## config.mk

```make
export PLATFORM = sky130hd
export DESIGN_NAME = dsp_mac_pipe
export DESIGN_NICKNAME = d
export VERILOG_FILES = /design/src/rtl/dsp_mac_pipe.sv
export SDC_FILE = /design/constraint.sdc
export NUM_CORES = 2
export LEC_CHECK = 0
export BUFFER_PORTS_ARGS = -buffer_cell sky130_fd_sc_hd__buf_2
export CAP_MARGIN = 20
export CORE_MARGIN = 4
export CORE_UTILIZATION = 36
export CTS_BUF_LIST = sky130_fd_sc_hd__clkbuf_8
export DETAILED_ROUTE_END_ITERATION = 6
export PLACE_DENSITY = 0.55
export SYNTH_ARGS = -nofsm -noshare
export SYNTH_HDL_FRONTEND = slang
export SYNTH_SLANG_ARGS = --single-unit
```

## constraint.sdc

```tcl
create_clock -name clk -period 9.1 [get_ports clk]
set_input_delay 1.365 -clock clk [delete_from_list [all_inputs] [get_ports clk]]
set_output_delay 1.365 -clock clk [all_outputs]
set_load 0.01 [all_outputs]
```

## src/rtl/dsp_mac_pipe.sv

```systemverilog
`default_nettype none
// ============================================================================
// Module   : dsp_mac_pipe
// Brief    : 4-stage signed multiply-accumulate with a single global advance.
//            Define DSP_MAC_SATURATE_EN to clamp on overflow and report the flag.
// Revision : 1.0 - initial release
// ============================================================================
module dsp_mac_pipe #(
  parameter int A_WIDTH = 25,
  parameter int B_WIDTH = 18,
  parameter int P_WIDTH = 48
) (
  input  logic                      clk,
  input  logic                      rst_n,
  input  logic                      in_valid,
  output logic                      in_ready,
  input  logic signed [A_WIDTH-1:0] a,
  input  logic signed [B_WIDTH-1:0] b,
  input  logic                      acc_en,
  input  logic                      acc_first,
  input  logic                      acc_last,
  output logic                      out_valid,
  input  logic                      out_ready,
  output logic signed [P_WIDTH-1:0] p,
  output logic                      overflow
);

  localparam int M_WIDTH = A_WIDTH + B_WIDTH;

  logic                      adv;

  logic                      s1_valid_q;
  logic signed [A_WIDTH-1:0] s1_a_q;
  logic signed [B_WIDTH-1:0] s1_b_q;
  logic                      s1_en_q;
  logic                      s1_first_q;
  logic                      s1_last_q;

  logic                      s2_valid_q;
  logic signed [M_WIDTH-1:0] s2_prod_q;
  logic                      s2_en_q;
  logic                      s2_first_q;
  logic                      s2_last_q;

  logic signed [P_WIDTH-1:0] prod_ext;
  logic signed [P_WIDTH-1:0] sum;
  logic signed [P_WIDTH-1:0] acc_q;
  logic signed [P_WIDTH-1:0] acc_d;
  logic                      acc_ovf_q;
  logic                      acc_ovf_d;
  logic                      s3_valid_q;
  logic                      s3_valid_d;

  logic                      out_valid_q;
  logic signed [P_WIDTH-1:0] p_q;
  logic                      ovf_q;

  // The whole pipe moves only when the output register can be vacated.
  assign adv      = !out_valid_q || out_ready;
  assign in_ready = adv;

  generate
    if (P_WIDTH > M_WIDTH) begin : g_sext
      assign prod_ext = {{(P_WIDTH-M_WIDTH){s2_prod_q[M_WIDTH-1]}}, s2_prod_q};
    end else begin : g_no_sext
      assign prod_ext = s2_prod_q;
    end
  endgenerate

  assign sum = acc_q + prod_ext;

`ifdef DSP_MAC_SATURATE_EN
  localparam logic signed [P_WIDTH-1:0] P_MAX = {1'b0, {(P_WIDTH-1){1'b1}}};
  localparam logic signed [P_WIDTH-1:0] P_MIN = {1'b1, {(P_WIDTH-1){1'b0}}};

  logic add_ovf;
  assign add_ovf = (acc_q[P_WIDTH-1] == prod_ext[P_WIDTH-1]) &&
                   (sum[P_WIDTH-1] != acc_q[P_WIDTH-1]);
`endif

  always_comb begin
    acc_d      = acc_q;
    acc_ovf_d  = acc_ovf_q;
    s3_valid_d = 1'b0;
    if (s2_valid_q) begin
      s3_valid_d = !s2_en_q || s2_last_q;
      if (!s2_en_q || s2_first_q) begin
        acc_d     = prod_ext;
        acc_ovf_d = 1'b0;
      end else begin
`ifdef DSP_MAC_SATURATE_EN
        // Clamp direction follows the sign both operands shared.
        acc_d     = add_ovf ? (acc_q[P_WIDTH-1] ? P_MIN : P_MAX) : sum;
        acc_ovf_d = acc_ovf_q | add_ovf;
`else
        acc_d     = sum;
        acc_ovf_d = 1'b0;
`endif
      end
    end
  end

  always_ff @(posedge clk) begin
    if (!rst_n) begin
      s1_valid_q  <= 1'b0;
      s1_a_q      <= '0;
      s1_b_q      <= '0;
      s1_en_q     <= 1'b0;
      s1_first_q  <= 1'b0;
      s1_last_q   <= 1'b0;
      s2_valid_q  <= 1'b0;
      s2_prod_q   <= '0;
      s2_en_q     <= 1'b0;
      s2_first_q  <= 1'b0;
      s2_last_q   <= 1'b0;
      acc_q       <= '0;
      acc_ovf_q   <= 1'b0;
      s3_valid_q  <= 1'b0;
      out_valid_q <= 1'b0;
      p_q         <= '0;
      ovf_q       <= 1'b0;
    end else if (adv) begin
      s1_valid_q  <= in_valid;
      s1_a_q      <= a;
      s1_b_q      <= b;
      s1_en_q     <= acc_en;
      s1_first_q  <= acc_first;
      s1_last_q   <= acc_last;

      s2_valid_q  <= s1_valid_q;
      s2_prod_q   <= s1_a_q * s1_b_q;
      s2_en_q     <= s1_en_q;
      s2_first_q  <= s1_first_q;
      s2_last_q   <= s1_last_q;

      acc_q       <= acc_d;
      acc_ovf_q   <= acc_ovf_d;
      s3_valid_q  <= s3_valid_d;

      out_valid_q <= s3_valid_q;
      if (s3_valid_q) begin
        p_q   <= acc_q;
        ovf_q <= acc_ovf_q;
      end
    end
  end

  assign out_valid = out_valid_q;
  assign p         = p_q;
  assign overflow  = ovf_q;

endmodule
`default_nettype wire

```

==> run_results.csv <==
group,metric,value,unit
cts,cts_resized,0,
power_and_ir_drop,peakVddDrop,0.1194,mV
setup_path,crit_arrival,7410,ps
synth,syn_inst,3058,
route,wirelength,65370,um
synth,synth_fa_ha_area_share,41.56,%
cts,clk_latency,580,ps
synth,syn-cell-area,25930,um2
route,initialDrtViolationCount,1129,
final_layout,nets,3660,
setup_path,r2r-start,"s1_b_q[3]$_SDFFE_PN0N_",
global_route,grt_max_degree,110,
cts,cts_tree,"yes",
cts,path_clk_slew,110,ps
route,vias,19640,
timing,slew_headroom,27.70,%
final_layout,fin_area,27500,um2
timing,setup-tns-final,0,ps
setup_path,cpPeakStageDelay,990,ps
setup_path,cp.required,9520,ps
setup_path,crit_top_cell,"fa_1",
min_path,worstHoldPathCells,2,
global_route,grt_pass1_wl,110200,um
final_layout,final_cell_mix,"598 x nand2_1, 509 x inv_1, 442 x fa_1",
final_layout,layout_commonest_cell,"nand2_1",
placed_design,io_buffers,99,
synth,synth_xor_area_share,2.601,%
placed_design,routabilityCongestion,0.8538,
timing,worstMarginPinSlew,1083,ps
synth,synth_seq_area_share,14.82,%
route,ant_nets,0,
min_path,holdCritPathClass,"reg -> reg",
timing,fmax,143.1,MHz
power_and_ir_drop,leakage,0.01321,uW
die,ios,101,
outcome,status,"finished, final reports clean",
global_route,grt_usage,17.74,%
final_layout,syn2layout_area_growth,6.047,%
route,viasPerCell,4.939,
synth,synth-async-reset-ratio,0,%
synth,synth_top_family_by_area,"adder cells",
timing,post-route-period-util,76.77,%
timing,rsz0062_at_grt,"no",
global_route,antenna_found_initial,3,
synth,synth_compound_area_share,13.79,%
die,core_area,71490,um2
setup_path,cp_max_fo,26,
final_layout,post_route_cells_drive_above_1_share,5.420,%
setup_path,reg2regPathDepth,21,
die,die_area,76380,um2
power_and_ir_drop,powerDensity,163.4,nW/um2
cts,cts.sinks,192,
cts,cts-buffers-inserted,17,
synth,synth-seq-cells,192,
cts,clockRootBuffer,"clkbuf_8",
min_path,worst_hold_path.endpoint,"s2_last_q$_SDFFE_PN0N_",
final_layout,fillers,7485,
synth,synth_edf_count,0,
setup_path,cp-start-kind,"register",
min_path,min_from,"s2_last_q$_SDFFE_PN0N_",
placed_design,pre_cts_slack,2182,ps
power_and_ir_drop,power,4494,uW
synth,ys.flop_type,"dfxtp_1",
setup_path,critPathKind,"reg -> reg",
timing,slew_violations,0,
cts,cts_hold_buffers,0,
die,die_h,276.4,um
route,wl_per_cell,16.44,um
placed_design,dpl_cell_area,27090,um2
die,die-width,276.4,um
final_layout,stdcell_count,3977,
route,drtPass1Iterations,5,
synth,syn_nets,3704,
synth,synth_mux_area_share,0.1158,%
cts,clockBufferDepth,2,
timing,hold_viol_final,0,
die,core.rowCount,98,
setup_path,cp_slowest_cell,"dfxtp_1",
synth,yosys.area_share.simple,17.01,%
global_route,grt_overflow,0,
route,drcViolationCount,0,
setup_path,crit_path_end_kind,"register",
global_route,grt_pass1_vias,20520,
setup_path,r2r-end,"s2_prod_q[42]$_SDFFE_PN0N_",
synth,ys.warnings.count,0,
timing,min_period,6986,ps
die,initial_core_util,36.27,%
setup_path,crit_chain,"nand2_1 > fa_1 > fa_1 > fa_1 > fa_1 > inv_1 > fa_1 > inv_1 > fa_1 > inv_1 > ha_1 > o21ai_0 > o21bai_1 > a31oi_1 > o311ai_1 > o21ai_0 > o221ai_1 > o21ai_0 > o21ai_0 > xnor2_1 > a21oi_1",
cts,htree_levels,4,
timing,finalSetupViolCount,0,
placed_design,dp_hpwl,51660,um
setup_path,rrSetupSlack,2110,ps
cts,cts_setup_buffers,0,
timing,worst_slack,2114,ps
job,drv_cap,0,
timing,skew,26.54,ps
synth,syn_avg_cell_area,8.479,um2
placed_design,dp.cells,3944,
synth,yosysUniqueCellTypes,70,
-- flip-flops by register name (all words and copies together) (netlist names) --
| name | count |
|---|---|
| s1_first_q | 1 |
| s1_en_q | 1 |
| out_valid | 1 |
| s2_en_q | 1 |
| s1_a_q | 25 |
| acc_q | 48 |
| s1_last_q | 1 |
| s2_first_q | 1 |
| s1_b_q | 18 |
| s2_valid_q | 1 |
| s3_valid_q | 1 |
| s2_last_q | 1 |
| s1_valid_q | 1 |
| p | 48 |
| s2_prod_q | 43 |
-- layout make-up --
cell class | count | area, um2 | share of cell area [%]
multi-input cells | 2174 | 19490 | 70.89
flip-flops and latches | 192 | 3844 | 13.98
inverters | 509 | 1912 | 6.953
well taps | 950 | 1189 | 4.323
repair buffers | 120 | 671.9 | 2.444
clock buffers | 17 | 234.0 | 0.8509
clock inverters | 14 | 152.6 | 0.5551
diodes | 1 | 2.502 | 0.009101
-- stage by stage --
step,util (%),hold WS (ps)
final,38.46,463.2
after global routing,38.46,493.3
after CTS,38.43,468.5
after detailed placement,37.89,454.4
after global placement,37.89,455.2
after floorplan,-,435.9
-- critical path: cells and delay by family, from the launching register on --
kind,cells,cell delay [ps]
compound gates,9,1940
xor+xnor,1,150
fa+ha+maj,7,3430
buf+inv,3,150
flops,1,990
simple gates,1,180
-- synth_stat cells (12+ instances only) --
cell type / count / share of area [%]
nand3_1: 33 / 0.64
a31oi_1: 18 / 0.43
ha_1: 154 / 7.4
and2_1: 188 / 4.5
a21oi_1: 110 / 2.1
o211a_1: 29 / 1.1
nor2_1: 60 / 0.87
xnor2_1: 41 / 1.4
nand2_1: 599 / 8.7
o21ai_0: 83 / 1.6
xor2_1: 36 / 1.2
a21o_1: 51 / 1.5
clkbuf_1: 169 / 2.4
and3_1: 18 / 0.43
dfxtp_1: 192 / 15
o21bai_1: 15 / 0.43
inv_1: 508 / 7.4
a211oi_1: 12 / 0.35
nand2b_1: 16 / 0.39
fa_1: 442 / 34
a21boi_0: 114 / 3.3
o211ai_1: 40 / 1.2
nor2b_1: 13 / 0.31
-- layer usage --
layer	GRT usage (%)	wire length [um]	up-vias
li1	-	-	9430
met1	23.03	28940	9890
met2	32.14	33780	278
met3	1.942	1844	46
met4	3.427	802	0
met5	0	0	-
-- power by group --
part / internal [uW] / total, uW / switching, uW / leakage [uW]
clock: 225 / 609 / 384 / 0.000191
sequential: 941 / 1080 / 141 / 0.00158
combinational: 1210 / 2800 / 1600 / 0.0114
-- logic make-up after synthesis --
kind of cell	count (synthesis)
AND/OR/NAND/NOR	971
buffers and inverters	692
adder cells (fa/ha/maj)	596
AO/OA/AOI/OAI	526
flip-flops	192
XOR/XNOR	77
multiplexers	3
other	1
-- worst max-delay path by stage --
stage / to / depth (start not counted) / startpoint / slack (ps)
after detailed placement: s2_prod_q[41]$_SDFFE_PN0N_ / 19 / s1_b_q[0]$_SDFFE_PN0N_ / 2180
after floorplan: s2_prod_q[42]$_SDFFE_PN0N_ / 26 / s1_a_q[19]$_SDFFE_PN0N_ / 2960
after global routing: s2_prod_q[39]$_SDFFE_PN0N_ / 19 / s1_b_q[0]$_SDFFE_PN0N_ / 1550
after CTS: s2_prod_q[41]$_SDFFE_PN0N_ / 19 / s1_b_q[0]$_SDFFE_PN0N_ / 2110
after global placement: s2_prod_q[41]$_SDFFE_PN0N_ / 21 / s1_b_q[17]$_SDFFE_PN0N_ / 2250
final: s2_prod_q[42]$_SDFFE_PN0N_ / 21 / s1_b_q[3]$_SDFFE_PN0N_ / 2110
Power figures use the tool's default switching activity.
